<file path="src/rtl/module_control_unit.sv">
// Sequencing front-end for the CPU ALU: accepts one decoded instruction at a time,
// owns an 8 x 16-bit register file, and drives registered ALU operands/opcode.
module module_control_unit #(
   parameter int DATA_W     = 16,
   parameter int REG_ADDR_W = 3,
   parameter int INSTR_W    = 3 + 3*REG_ADDR_W + DATA_W
) (
   input  logic                  clk,
   input  logic                  rst_n,
   input  logic                  instr_valid,
   output logic                  instr_ready,
   input  logic [INSTR_W-1:0]    instr,
   output logic [DATA_W-1:0]     alu_a,
   output logic [DATA_W-1:0]     alu_b,
   output logic [2:0]            alu_opcode,
   input  logic [DATA_W-1:0]     alu_result,
   output logic [DATA_W-1:0]     display_value,
   output logic                  display_valid,
   output logic                  done,
   input  logic [REG_ADDR_W-1:0] dbg_addr,
   output logic [DATA_W-1:0]     dbg_data
);

   localparam int NUM_REGS = 2**REG_ADDR_W;

   typedef enum logic [1:0] {IDLE, DECODE, EXECUTE, WRITEBACK} state_t;
   typedef enum logic [2:0] {
      OP_LOAD    = 3'd0,
      OP_ADD     = 3'd1,
      OP_ADDI    = 3'd2,
      OP_SUB     = 3'd3,
      OP_SUBI    = 3'd4,
      OP_MUL     = 3'd5,
      OP_CLEAR   = 3'd6,
      OP_DISPLAY = 3'd7
   } op_t;

   state_t                state;
   logic [INSTR_W-1:0]    instr_q;
   logic [DATA_W-1:0]     wb_data;
   logic [DATA_W-1:0]     regs [NUM_REGS];

   op_t                   op;
   logic [REG_ADDR_W-1:0] rd;
   logic [REG_ADDR_W-1:0] rs1;
   logic [REG_ADDR_W-1:0] rs2;
   logic [DATA_W-1:0]     imm;

   assign op  = op_t'(instr_q[INSTR_W-1 -: 3]);
   assign rd  = instr_q[INSTR_W-4 -: REG_ADDR_W];
   assign rs1 = instr_q[INSTR_W-4-REG_ADDR_W -: REG_ADDR_W];
   assign rs2 = instr_q[INSTR_W-4-2*REG_ADDR_W -: REG_ADDR_W];
   assign imm = instr_q[DATA_W-1:0];

   assign instr_ready = (state == IDLE);
   assign dbg_data    = regs[dbg_addr];

   // done/display_valid are raised on the edge that enters WRITEBACK so the pulse
   // lines up with the WRITEBACK cycle; the register write lands at its end.
   always_ff @(posedge clk or negedge rst_n) begin
      if (!rst_n) begin
         state         <= IDLE;
         instr_q       <= '0;
         wb_data       <= '0;
         alu_a         <= '0;
         alu_b         <= '0;
         alu_opcode    <= '0;
         display_value <= '0;
         display_valid <= 1'b0;
         done          <= 1'b0;
         regs          <= '{default: '0};
      end else begin
         done          <= 1'b0;
         display_valid <= 1'b0;
         case (state)
            IDLE: begin
               if (instr_valid) begin
                  instr_q <= instr;
                  state   <= DECODE;
               end
            end
            DECODE: begin
               case (op)
                  OP_ADD, OP_SUB, OP_MUL: begin
                     alu_a      <= regs[rs1];
                     alu_b      <= regs[rs2];
                     alu_opcode <= op;
                     state      <= EXECUTE;
                  end
                  OP_ADDI, OP_SUBI: begin
                     alu_a      <= regs[rs1];
                     alu_b      <= imm;
                     alu_opcode <= op;
                     state      <= EXECUTE;
                  end
                  OP_LOAD: begin
                     wb_data <= imm;
                     done    <= 1'b1;
                     state   <= WRITEBACK;
                  end
                  OP_DISPLAY: begin
                     display_value <= regs[rs1];
                     display_valid <= 1'b1;
                     done          <= 1'b1;
                     state         <= WRITEBACK;
                  end
                  default: begin
                     done  <= 1'b1;
                     state <= WRITEBACK;
                  end
               endcase
            end
            EXECUTE: begin
               wb_data <= alu_result;
               done    <= 1'b1;
               state   <= WRITEBACK;
            end
            WRITEBACK: begin
               case (op)
                  OP_LOAD, OP_ADD, OP_ADDI, OP_SUB, OP_SUBI, OP_MUL: regs[rd] <= wb_data;
                  OP_CLEAR: regs <= '{default: '0};
                  default: ;
               endcase
               state <= IDLE;
            end
            default: state <= IDLE;
         endcase
      end
   end

endmodule

</file>
<file path="config.mk">
export PLATFORM = sky130hd
export DESIGN_NAME = module_control_unit
export DESIGN_NICKNAME = d
export VERILOG_FILES = /design/src/rtl/module_control_unit.sv
export SDC_FILE = /design/constraint.sdc
export NUM_CORES = 1
export LEC_CHECK = 0
export BUFFER_PORTS_ARGS = -buffer_cell sky130_fd_sc_hd__clkbuf_2
export CORE_MARGIN = 2
export CORE_UTILIZATION = 30
export CTS_CLUSTER_SIZE = 20
export DETAILED_ROUTE_END_ITERATION = 10
export HOLD_SLACK_MARGIN = 0.12
export SLEW_MARGIN = 20
export SYNTH_ARGS = -nofsm -noshare
export SYNTH_HDL_FRONTEND = slang
export SYNTH_SLANG_ARGS = --single-unit
</file>
<file path="constraint.sdc">
create_clock -name clk -period 2.12 [get_ports clk]
set_clock_uncertainty 0.2 [all_clocks]
set_input_delay 0.212 -clock clk [delete_from_list [all_inputs] [get_ports clk]]
set_output_delay 0.212 -clock clk [all_outputs]
set_load 0.02 [all_outputs]
</file>
==> Word level (Yosys, flattened, before mapping) <==
Index checks and enable logic that the tools add are counted.
{ "word_totals": {"register_bits": 227, "in_bits": 50, "output_inout_bits": 70, "elab_cells": 77} }
{ "classes": {"magnitude_cmp": 5, "n_eq_ne": 12, "muxes": 23, "bitwise_logic": 4, "reduce_logical": 16} }
{ "ops": {"columns": ["op", "n"], "rows": [
  ["case mux 128 bit (2 select lines)", 1],
  ["binary-select mux 16 bit (select 3 bit)", 3],
  ["bitwise mux 128 bit", 1],
  ["two-way mux 16 bit", 8],
  ["case mux 16 bit (2 select lines)", 2],
  ["demux 16 bit (select 3 bit)", 1],
  ["greater-or-equal comparator 4 bit, second input constant", 4],
  ["NOT 3 -> 4 bit", 4],
  ["== test 3 bit, second input constant", 4],
  ["AND reduction 2 bit", 6],
  ["case mux 2 bit (4 select lines)", 1],
  ["== test 3 x 2 -> 1 bit, second input constant", 2],
  ["nonzero test 2 bit", 3],
  ["OR reduction 6 bit", 1],
  ["OR reduction 5 bit", 1],
  ["== test 2 bit, second input constant", 2],
  ["< comparator 4 x 1 -> 1 bit, second input constant", 1],
  ["two-way mux 1 bit", 4],
  ["inequality test 2 bit, second input constant", 2],
  ["== test 3 x 1 -> 1 bit, second input constant", 1],
  ["zero test 3 bit", 1],
  ["OR reduction 3 bit", 1],
  ["== test 2 x 1 -> 1 bit, second input constant", 1],
  ["zero test 2 bit", 1],
  ["4 further kinds", 4]
]} }

==> Longest topological paths before layout <==
Gate-level depths: netlist (run 1).
{ "depth": {"ltp_word": 7, "mapped_depth": 8, "mapped_depth_nobuf": 6} }

==> Worst setup path after synthesis (run 1) <==
OpenSTA, ideal clock, no wires.
{ "synth_timing": {"path_kind": "register -> register", "start": "reg state[0]", "end": "reg alu_b[15]", "setup_ps": 137, "arrival_time_ps": 1601, "path_slack_ps": 182, "path_stages_with_launch": 8, "path_buffers": 2, "synth_period_minus_slack_ps": 1938, "cell_sequence": "dfrtp_1 > ha_1 > buf_4 > nor3b_2 > buf_4 > a22o_1 > a222oi_1 > o31ai_1"} }
{ "synth_via": {"elab_chain_len": 2} }
{ "synth_lines": {"columns": ["item", "line", "source"], "rows": [
  ["start, declared", "38", "state_t state;"],
  ["start signal, assigned", "62", "state <= IDLE;"],
  ["start signal, assigned", "79", "state <= DECODE;"],
  ["start signal, assigned", "88", "state <= EXECUTE;"],
  ["== test 2 x 1 -> 1 bit", "75", "case (state)"],
  ["AND reduction 2 bit (no line)", null, null],
  ["end signal, assigned", "86", "alu_b <= regs[rs2];"],
  ["end signal, assigned", "92", "alu_b <= imm;"],
  ["end, declared", "14", "output logic [DATA_W-1:0] alu_b,"]
]} }
Every way passes these cells.
A chain may end at the register's enable or synchronous reset.

==> Worst setup path in the final report (run 1) <==
{ "layout_timing": {"start": "reg regs[4] (netlist name)", "end": "out dbg_data[4]"} }
{ "layout_via": {"elab_chain_len": 3} }
{ "layout_lines": {"columns": ["item", "line", "source"], "rows": [
  ["start, declared", "41", "logic [DATA_W-1:0] regs [NUM_REGS];"],
  ["start signal, assigned by index", "120", "OP_LOAD, OP_ADD, OP_ADDI, OP_SUB, OP_SUBI, OP_MUL: regs[rd] <= wb_data;"],
  ["binary-select mux 16 bit (select 3 bit)", "56", "assign dbg_data = regs[dbg_addr];"],
  ["two-way mux 16 bit (implied by the code) (2 in series)", "56", null],
  ["end, declared", "21", "output logic [DATA_W-1:0] dbg_data"]
]} }
Every way passes these cells. The select of a mux whose other input is x is not followed.

==> qor.yml, run 1 <==
drt:
  wire_per_inst_um: 20.9
  via_count: 10237
  wl_met2_um: 19700
  drt_iter0_drc: 809
  wl_met3_um: 2120
  drtPass1Iterations: 8
  maxUsedRoutingLayer: "met4"
  drt-met1-wl_um: 16100
  drc: 0
  vias_per_cell: 5.43
  wl_um: 39300
  ant_nets: 0
worst_setup_path:
  cp-start-kind: "flip-flop"
  cp.arrival_ns: 1.92
  r2r_cells: 5
  worst-endpoint-required_ns: 1.71
  cp_max_fo: 4
  r2r_setup_slack_ns: 0.13
  crit_path_end_kind: "output port"
  worstReg2RegEnd: "display_value[7]$_DFFE_PN0P_"
  r2r_start: "instr_q[19]$_DFFE_PN0P_"
  criticalPathCategory: "reg2out"
clocking:
  clock_latency_ns: 0.58
  cts_sinks: 227
  clkSlewWorstSetupHoldPaths_ns: 0.06
  cts_inserted_buffers: 29
  cts_tree: "yes"
  clockBufferDepth: 3
  htree_num_levels: 1
  root_buffer: "clkbuf_16"
layout:
  stdcell_area_um2: 16100
  area_growth_pct: 31.6
  antenna_cells: 0
  drive_gt1_frac: 0.331
  nFillCells: 3789
  final_util: 0.402
  nets: 1394
synth:
  ys_seq_elements: 227
  synthFlopType: "dfrtp_1"
  netlist_instances: 1108
  ys_warn_count: 0
  yosysUniqueCellTypes: 39
  synth_top_area_cell: "dfrtp_1"
  synth.net_count: 1162
  async_flop_share: 1.00
  synthMostInstantiatedCell: "dfrtp_1"
  avgSynthCellArea_um2: 11.0
  yosysTopAreaCellShare: 0.465
  synth_area_um2: 12200
  synth-edff-count: 0
  yosysSeqAreaShare: 0.465
  synth_common_cells: "227 x dfrtp_1, 133 x o21ai_0, 130 x nand3_1, 83 x mux2_2, 70 x nand2_1"
  netlist_top_cells_area: "dfrtp_1 47%, mux4_2 8.9%, mux2_2 7.7%, o21ai_0 5.5%, nand3_1 5.3%"
floorplanning:
  die-width_um: 206
  core_um2: 39900
  die_y_um: 206
  num_rows: 73
  die_area_um2: 42300
  start_util: 0.306
  ios: 120
power_and_ir_drop:
  p_switching_mw: 11.2
  power.total_mw: 27.3
  p_comb_frac: 0.515
  p_per_area_nw_per_um2: 1700
  ir_drop_v: 0.000674
  p_clk_frac: 0.198
  p_int_mw: 16.1
  power_leakage_nw: 7.21
  power_switching_share: 0.410
  power.sequential.fraction: 0.288
min_path:
  hp-class: "in2reg"
  hold_end: "instr_q[15]$_DFFE_PN0P_"
  holdPathStages: 3
  hp-start: "instr[15]"
global_routing:
  grt_pass1_vias: 10346
  grt_util_all_layers: 0.187
  grt_pass1_wl_um: 61400
  overflow: 0
  grt_max_degree: 57
  antenna_found_initial: 0
sta:
  finalSetupViolCount: 16
  fin_crit_sh: 1.10
  tightest_slew_ns: 0.494
  slew_headroom: 0.670
  fin_crit_ns: 2.33
  fin_ws_ns: -0.213
  slew_viol_final: 0
  hold_violations: 0
  fmax_mhz: 429
  rsz0062_at_grt: "yes"
placement:
  place.gp.congestion: 0.827
  place_area_um2: 13700
  numPortBuffers: 119
  hpwl_um: 26100
job:
  drv_cap: 0
run_status:
  status: "finished, violations left"
  violations: "negative setup slack"
==> cells by family (layout without fill, tap and decap cells) <==
group	count (synthesis)	after routing	synth area share
compound gates	302	302	0.155
simple gates	258	258	0.0995
flops	227	227	0.465
mux	204	204	0.228
buf+inv	113	366	0.0488
fa+ha+maj	4	4	0.00410
==> cell usage in the layout, fill, tap and decap left out, types with 18 or more instances in the layout <==
| cell type | count |
|---|---|
| clkbuf_2 | 102 |
| nand3_1 | 130 |
| nand2_1 | 67 |
| o21ai_1 | 33 |
| o22ai_1 | 33 |
| a21oi_1 | 18 |
| mux2_2 | 67 |
| dfrtp_1 | 225 |
| mux4_2 | 48 |
| o21ai_0 | 133 |
| mux2_1 | 25 |
| clkbuf_16 | 29 |
| buf_4 | 112 |
| buf_12 | 27 |
| mux2i_1 | 48 |
| nor2_1 | 34 |
| dlygate4sd3_1 | 47 |
==> metal layers <==
metal  vias to the layer above  global-route usage
met1                      5168               0.239
met4                         0              0.0704
met3                        69              0.0264
met2                       339               0.322
met5                         -                   0
li1                       4661                   -
==> stage by stage <==
step	setup slack [ns]	cells	TNS [ns]	hold slack, ns
after floorplan	0.182	1108	0	-0.284
after global placement	-0.135	1705	-2.03	-0.0217
after detailed placement	-0.199	1705	-2.89	-0.0233
after CTS	-0.248	1864	-3.31	0.196
after global routing	-0.245	1886	-3.40	0.211
final	-0.213	1886	-2.81	0.206
==> power by group through the flow <==
stage,Sequential [mW],Clock [mW],Combinational [mW]
4_1_cts,7.82,5.54,13.8
3_5_place_dp,8.05,0,12.5
6_report,7.85,5.40,14.0
3_3_place_gp,7.94,0,12.3
5_1_grt,8.08,5.72,15.2
2_1_floorplan,8.01,0,8.13
==> critical path: stages (launching register included) <==
cell     delay, ns
dfrtp_1       0.40
mux4_2        0.49
mux2_4        0.31
buf_8         0.14
==> how the worst max path moves through the flow <==
stage	from	endpoint	slack, ns
finish	regs[4]$_DFFE_PN0P_	dbg_data[4]	-0.21
global route	regs[52]$_DFFE_PN0P_	dbg_data[4]	-0.24
CTS	regs[52]$_DFFE_PN0P_	dbg_data[4]	-0.25
detailed placement	state[1]$_DFFE_PN0P_	alu_b[10]$_DFFE_PN0P_	-0.20
global placement	state[1]$_DFFE_PN0P_	alu_b[8]$_DFFE_PN0P_	-0.14
floorplan	state[0]$_DFFE_PN0P_	alu_b[15]$_DFFE_PN0P_	0.18
==> registers in the layout (all words and copies together) (netlist names), 2 cells and up <==
name           cells
regs             128
alu_a             16
state              2
alu_opcode         3
instr_q           28
display_value     16
alu_b             16
wb_data           16
==> final cells by class <==
class                   count  area (µm²)  share of cell area
flip-flops and latches    227        5680               0.354
repair buffers            305        2620               0.163
well taps                 525         657              0.0409
clock inverters            14         240              0.0150
inverters                   9        33.8             0.00210
multi-input cells         768        6020               0.375
clock buffers              38         810              0.0504
==> repair_timing <==
item                       in CTS  in global routing
hold buffers                   47                  0
gates resized for setup        47                 23
buffers inserted               60                 22
setup endpoints to repair      32                 55
hold endpoints to repair      273                  0
No activity file was read; power rests on OpenSTA's default activity.
==> inputs of run 2 (changes only) <==
--- a/config.mk
+++ b/config.mk
@@ -11,6 +11,7 @@
 export CTS_CLUSTER_SIZE = 20
 export DETAILED_ROUTE_END_ITERATION = 10
 export HOLD_SLACK_MARGIN = 0.12
+export SKIP_LAST_GASP = 1
 export SLEW_MARGIN = 20
 export SYNTH_ARGS = -nofsm -noshare
 export SYNTH_HDL_FRONTEND = slang
==> run 2 against run 1 <==
Net effect:
- the run still ends with negative setup slack left
- cell count unchanged
- clock power is essentially flat
- critical path depth unchanged
- sequential share of layout area hardly changed
- global-route usage unchanged
- sequential power about the same
- fmax is 0.14% lower
==> qor.yml, run 2 (synthesized netlist as in run 1, its figures left out) <==
run_status:
  status: "finished, violations left"
  violations: "negative setup slack"
sta:
  slew_viol_final: 0
  slew_headroom: 0.669
  finalSetupViolCount: 16
  rsz0062_at_grt: "yes"
  fin_crit_sh: 1.10
  fin_ws_ns: -0.216
  tns_ns: -2.81
  fmax_mhz: 428
  tightest_slew_ns: 0.497
  fin_crit_ns: 2.34
  hold_violations: 0
worst_setup_path:
  critPathSlowestCell: "mux4_2"
  critical_path.cell_chain: "mux4_2, mux2_4, buf_6"
  r2r_cells: 4
  criticalPathCategory: "reg2out"
  cp-start-kind: "flip-flop"
  crit_path_end_kind: "output port"
  cp_top_family: "multiplexers"
  cp_max_fo: 4
  cp.arrival_ns: 1.92
  slowest_delay_ns: 0.47
  r2r_setup_slack_ns: 0.08
  worstReg2RegEnd: "regs[112]$_DFFE_PN0P_"
  worstPathBufferInverterCount: 1
  worst-endpoint-required_ns: 1.71
  r2r_start: "instr_q[26]$_DFFE_PN0P_"
placement:
  place.gp.congestion: 0.827
  dpl.cell_count: 1705
  dp_worst_setup_slack_ns: -0.199
  hpwl_um: 26100
  numPortBuffers: 119
  place_area_um2: 13700
floorplanning:
  num_rows: 73
  die_y_um: 206
  start_util: 0.306
  die-width_um: 206
  ios: 120
  core_um2: 39900
  die_area_um2: 42300
global_routing:
  grt_util_all_layers: 0.187
  grt_pass1_vias: 10346
  grt_pass1_wl_um: 61400
  overflow: 0
  grt_max_degree: 57
  antenna_found_initial: 0
power_and_ir_drop:
  power_switching_share: 0.410
  power.sequential.fraction: 0.288
  p_per_area_nw_per_um2: 1700
  power_leakage_nw: 7.21
  p_switching_mw: 11.2
  ir_drop_v: 0.000674
  p_int_mw: 16.1
  p_comb_frac: 0.514
  p_clk_frac: 0.198
layout:
  multi_input_area_um2: 6010
  largest_register_ffs: 128
  instances_no_fill: 1886
  nFillCells: 3793
  largestRegisters: "regs: 128 flops, instr_q: 28 flops"
  final_util: 0.402
  final_cell_mix: "225 x dfrtp_1, 133 x o21ai_0, 130 x nand3_1"
  antenna_cells: 0
  register_area_um2: 5680
  drive_gt1_frac: 0.331
  area_growth_pct: 31.5
  nets: 1394
  final_common_cell: "dfrtp_1"
  regMostFlops: "regs"
  stdcell_area_um2: 16100
drt:
  wl_um: 39400
  drt_iter0_drc: 863
  vias_per_cell: 5.43
  wire_per_inst_um: 20.9
  via_count: 10241
  ant_nets: 0
  drtPass1Iterations: 8
  drc: 0
min_path:
  hp-class: "in2reg"
  hp-start: "instr[15]"
  hold_end: "instr_q[15]$_DFFE_PN0P_"
  holdPathStages: 3
clocking:
  htree_num_levels: 1
  root_buffer: "clkbuf_16"
  clock_latency_ns: 0.58
  clockBufferDepth: 3
  cts_sinks: 227
  cts_inserted_buffers: 29
  cts_tree: "yes"
  clkSlewWorstSetupHoldPaths_ns: 0.06
job:
  drv_cap: 0
run 2: cell count changes in the layout (fill, tap and decap cells not counted):
cell,previous run,this run
nand3_4,1,0
buf_6,0,1
buf_8,17,16
nand3_2,1,2
run 2: worst max path at each step:
stage                               startpoint               endpoint  slack [ns]  cells after the start
after floorplan           state[0]$_DFFE_PN0P_  alu_b[15]$_DFFE_PN0P_        0.18                      7
after global placement    state[1]$_DFFE_PN0P_   alu_b[8]$_DFFE_PN0P_       -0.14                      6
after detailed placement  state[1]$_DFFE_PN0P_  alu_b[10]$_DFFE_PN0P_       -0.20                      6
after CTS                 regs[52]$_DFFE_PN0P_            dbg_data[4]       -0.25                      3
after global routing      regs[52]$_DFFE_PN0P_            dbg_data[4]       -0.24                      3
final                     regs[53]$_DFFE_PN0P_            dbg_data[5]       -0.22                      3
run 2: power groups by stage:
| stage | registers [mW] | logic, mW | clock network (mW) |
|---|---|---|---|
| after detailed placement | 8.05 | 12.5 | 0 |
| final | 7.85 | 14.0 | 5.40 |
| after global routing | 8.08 | 15.2 | 5.72 |
| after global placement | 7.94 | 12.3 | 0 |
| after floorplan | 8.01 | 8.13 | 0 |
| after CTS | 7.82 | 13.7 | 5.54 |
run 2: worst register-to-register path, stage by stage, from the launching register on:
cell	delay (ns)
dfrtp_1	0.38
buf_4	0.32
nand3_2	0.40
nand2_1	0.42
o21ai_0	0.16
run 2: layout make-up:
| type | count | share of cell area |
|---|---|---|
| Inverter | 9 | 0.00210 |
| Clock inverter | 14 | 0.0150 |
| Sequential cell | 227 | 0.354 |
| Timing Repair Buffer | 305 | 0.163 |
| Clock buffer | 38 | 0.0504 |
| Multi-Input combinational cell | 768 | 0.375 |
| Tap cell | 525 | 0.0409 |
run 2: metal layers:
layer	wire (µm)	global-route usage
met5	0	0
met4	1470	0.0704
met3	1910	0.0264
met2	19800	0.322
met1	16200	0.239
run 2: timing repair:
| action | in CTS | in global routing |
|---|---|---|
| hold buffers | 47 | 0 |
| endpoints found under the setup margin | 32 | 55 |
| endpoints found under the hold margin | 273 | 0 |
| buffers inserted | 60 | 22 |
| gates resized for setup | 46 | 23 |
| cloned | 0 | 0 |
run 2: stage by stage:
stage | power (mW) | hold slack, ns
after floorplan | 16.1 | -0.284
after global placement | 20.2 | -0.0217
after detailed placement | 20.5 | -0.0233
after CTS | 27.1 | 0.196
after global routing | 29.0 | 0.211
final | 27.3 | 0.207
==> inputs of run 3 (changes only) <==
--- a/config.mk
+++ b/config.mk
@@ -6,7 +6,7 @@
 export NUM_CORES = 1
 export LEC_CHECK = 0
 export BUFFER_PORTS_ARGS = -buffer_cell sky130_fd_sc_hd__clkbuf_2
-export CORE_MARGIN = 2
+export CORE_MARGIN = 8
 export CORE_UTILIZATION = 30
 export CTS_CLUSTER_SIZE = 20
 export DETAILED_ROUTE_END_ITERATION = 10
==> run 3 against run 2 <==
Net effect:
- the run still ends with negative setup slack left
- worst hold slack improved by 0.022 ns
- clock power down 8.9%
- total power decreased by 0.68%
- die area increased by 12%
- cell count is 1.3% higher
- via count increased by 1.5%
- global-route usage shrank 1.9 points
- critical path type unchanged
==> qor.yml, run 3 (synthesized netlist as in run 1, its figures left out) <==
global_routing:
  antenna_found_initial: 0
  grt_max_degree: 65
  overflow: 0
  grt_pass1_wl_um: 63100
  grt_pass1_vias: 10676
  grt_util_all_layers: 0.168
clocking:
  clkSlewWorstSetupHoldPaths_ns: 0.06
  clockBufferDepth: 3
  cts_tree: "yes"
  htree_num_levels: 1
  clock_latency_ns: 0.56
  root_buffer: "clkbuf_16"
  cts_sinks: 227
  cts_inserted_buffers: 29
power_and_ir_drop:
  p_per_area_nw_per_um2: 1680
  power.sequential.fraction: 0.288
  p_switching_mw: 11.2
  p_int_mw: 15.9
  power_leakage_nw: 7.29
  ir_drop_v: 0.000642
  p_comb_frac: 0.530
  power_switching_share: 0.414
  power.total_mw: 27.1
  p_clk_frac: 0.182
drt:
  wire_per_inst_um: 21.3
  wl_um: 40600
  ant_nets: 0
  drc: 0
  via_count: 10399
  drtPass1Iterations: 6
  drt_iter0_drc: 1046
  vias_per_cell: 5.44
worst_setup_path:
  r2r_cells: 7
  crit_path_end_kind: "output port"
  criticalPathCategory: "reg2out"
  cp_max_fo: 4
  worstReg2RegEnd: "alu_b[1]$_DFFE_PN0P_"
  critical_path.cell_chain: "mux4_2, mux2_4, buf_8"
  cp.arrival_ns: 1.91
  worst-endpoint-required_ns: 1.71
  cp-start-kind: "flip-flop"
  slowest_delay_ns: 0.47
  r2r_start: "state[0]$_DFFE_PN0P_"
  critPathSlowestCell: "mux4_2"
  r2r_setup_slack_ns: 0.13
sta:
  fmax_mhz: 430
  finalSetupViolCount: 16
  hold_ws_ns: 0.229
  tightest_slew_ns: 0.596
  rsz0062_at_grt: "yes"
  fin_crit_sh: 1.10
  slew_viol_final: 0
  tns_ns: -2.55
  slew_headroom: 0.603
  fin_crit_ns: 2.32
  hold_violations: 0
  fin_ws_ns: -0.204
min_path:
  hold_end: "instr_q[23]$_DFFE_PN0P_"
  holdPathStages: 3
  hp-class: "in2reg"
  hp-start: "instr[23]"
floorplanning:
  die_y_um: 218
  start_util: 0.302
  ios: 120
  die-width_um: 218
  die_area_um2: 47400
  num_rows: 74
  core_um2: 40500
layout:
  nets: 1411
  instances_no_fill: 1911
  regMostFlops: "regs"
  final_common_cell: "dfrtp_1"
  stdcell_area_um2: 16200
  area_growth_pct: 32.4
  antenna_cells: 0
  final_cell_mix: "225 x dfrtp_1, 133 x o21ai_0, 130 x nand3_1"
  final_util: 0.400
  drive_gt1_frac: 0.336
  largestRegisters: "regs: 128 flops, instr_q: 28 flops"
  largest_register_ffs: 128
run_status:
  violations: "negative setup slack"
  status: "finished, violations left"
placement:
  dpl.cell_count: 1717
  dp_worst_setup_slack_ns: -0.170
  hpwl_um: 26900
  place_area_um2: 13800
  place.gp.congestion: 0.783
  numPortBuffers: 119
job:
  drv_cap: 0
## run 3: changes by cell type in the layout (fill, tap and decap cells not counted), moves of 2 or more
cell	change
buf_12	+6
buf_4	+11
bufinv_16	-4
clkinv_2	+3
nand2_1	+2
nand2_2	-2
## run 3: power by group through the flow
stage | registers [mW] | clock network (mW) | logic [mW]
after floorplan | 8.01 | 0 | 8.13
after CTS | 7.79 | 5.05 | 14.0
after detailed placement | 8.06 | 0 | 12.6
final | 7.81 | 4.92 | 14.4
after global routing | 8.03 | 5.25 | 15.6
after global placement | 7.95 | 0 | 12.4
## run 3: cell type report
type                            count  area [µm²]
Timing Repair Buffer              322        2820
Fill cell                        3833       24300
Sequential cell                   227        5680
Multi-Input combinational cell    768        6010
Clock buffer                       40         827
Inverter                            9        33.8
Clock inverter                     13         125
Tap cell                          532         666
## run 3: per-layer routing
metal / up-vias / track usage / part of all wire
li1: 4697 / - / -
met1: 5293 / 0.203 / 0.39
met2: 326 / 0.292 / 0.51
met3: 83 / 0.0269 / 0.060
met4: 0 / 0.0757 / 0.042
met5: - / 0 / 0
## run 3: worst max-delay path, delay by kind of cell (launching register included)
kind / cells / cell delay, ns
mux: 2 / 0.79
flops: 1 / 0.42
buf+inv: 1 / 0.14
## run 3: worst max-delay path by stage
stage | startpoint | to | slack, ns | cells past startpoint
4_1_cts | regs[5]$_DFFE_PN0P_ | dbg_data[5] | -0.25 | 3
6_report | regs[124]$_DFFE_PN0P_ | dbg_data[12] | -0.20 | 3
3_3_place_gp | state[1]$_DFFE_PN0P_ | alu_b[10]$_DFFE_PN0P_ | -0.12 | 6
3_5_place_dp | state[1]$_DFFE_PN0P_ | alu_b[15]$_DFFE_PN0P_ | -0.17 | 6
5_1_grt | regs[124]$_DFFE_PN0P_ | dbg_data[12] | -0.26 | 3
2_1_floorplan | state[0]$_DFFE_PN0P_ | alu_b[15]$_DFFE_PN0P_ | 0.18 | 7
## run 3: what timing repair did
| item | 4_1_cts | 5_1_grt |
|---|---|---|
| endpoints found under the hold margin | 273 | 0 |
| setup buffers | 67 | 27 |
| gates cloned | 0 | 0 |
| resized for setup | 44 | 24 |
| setup endpoints to repair | 32 | 157 |
| hold buffers | 47 | 0 |
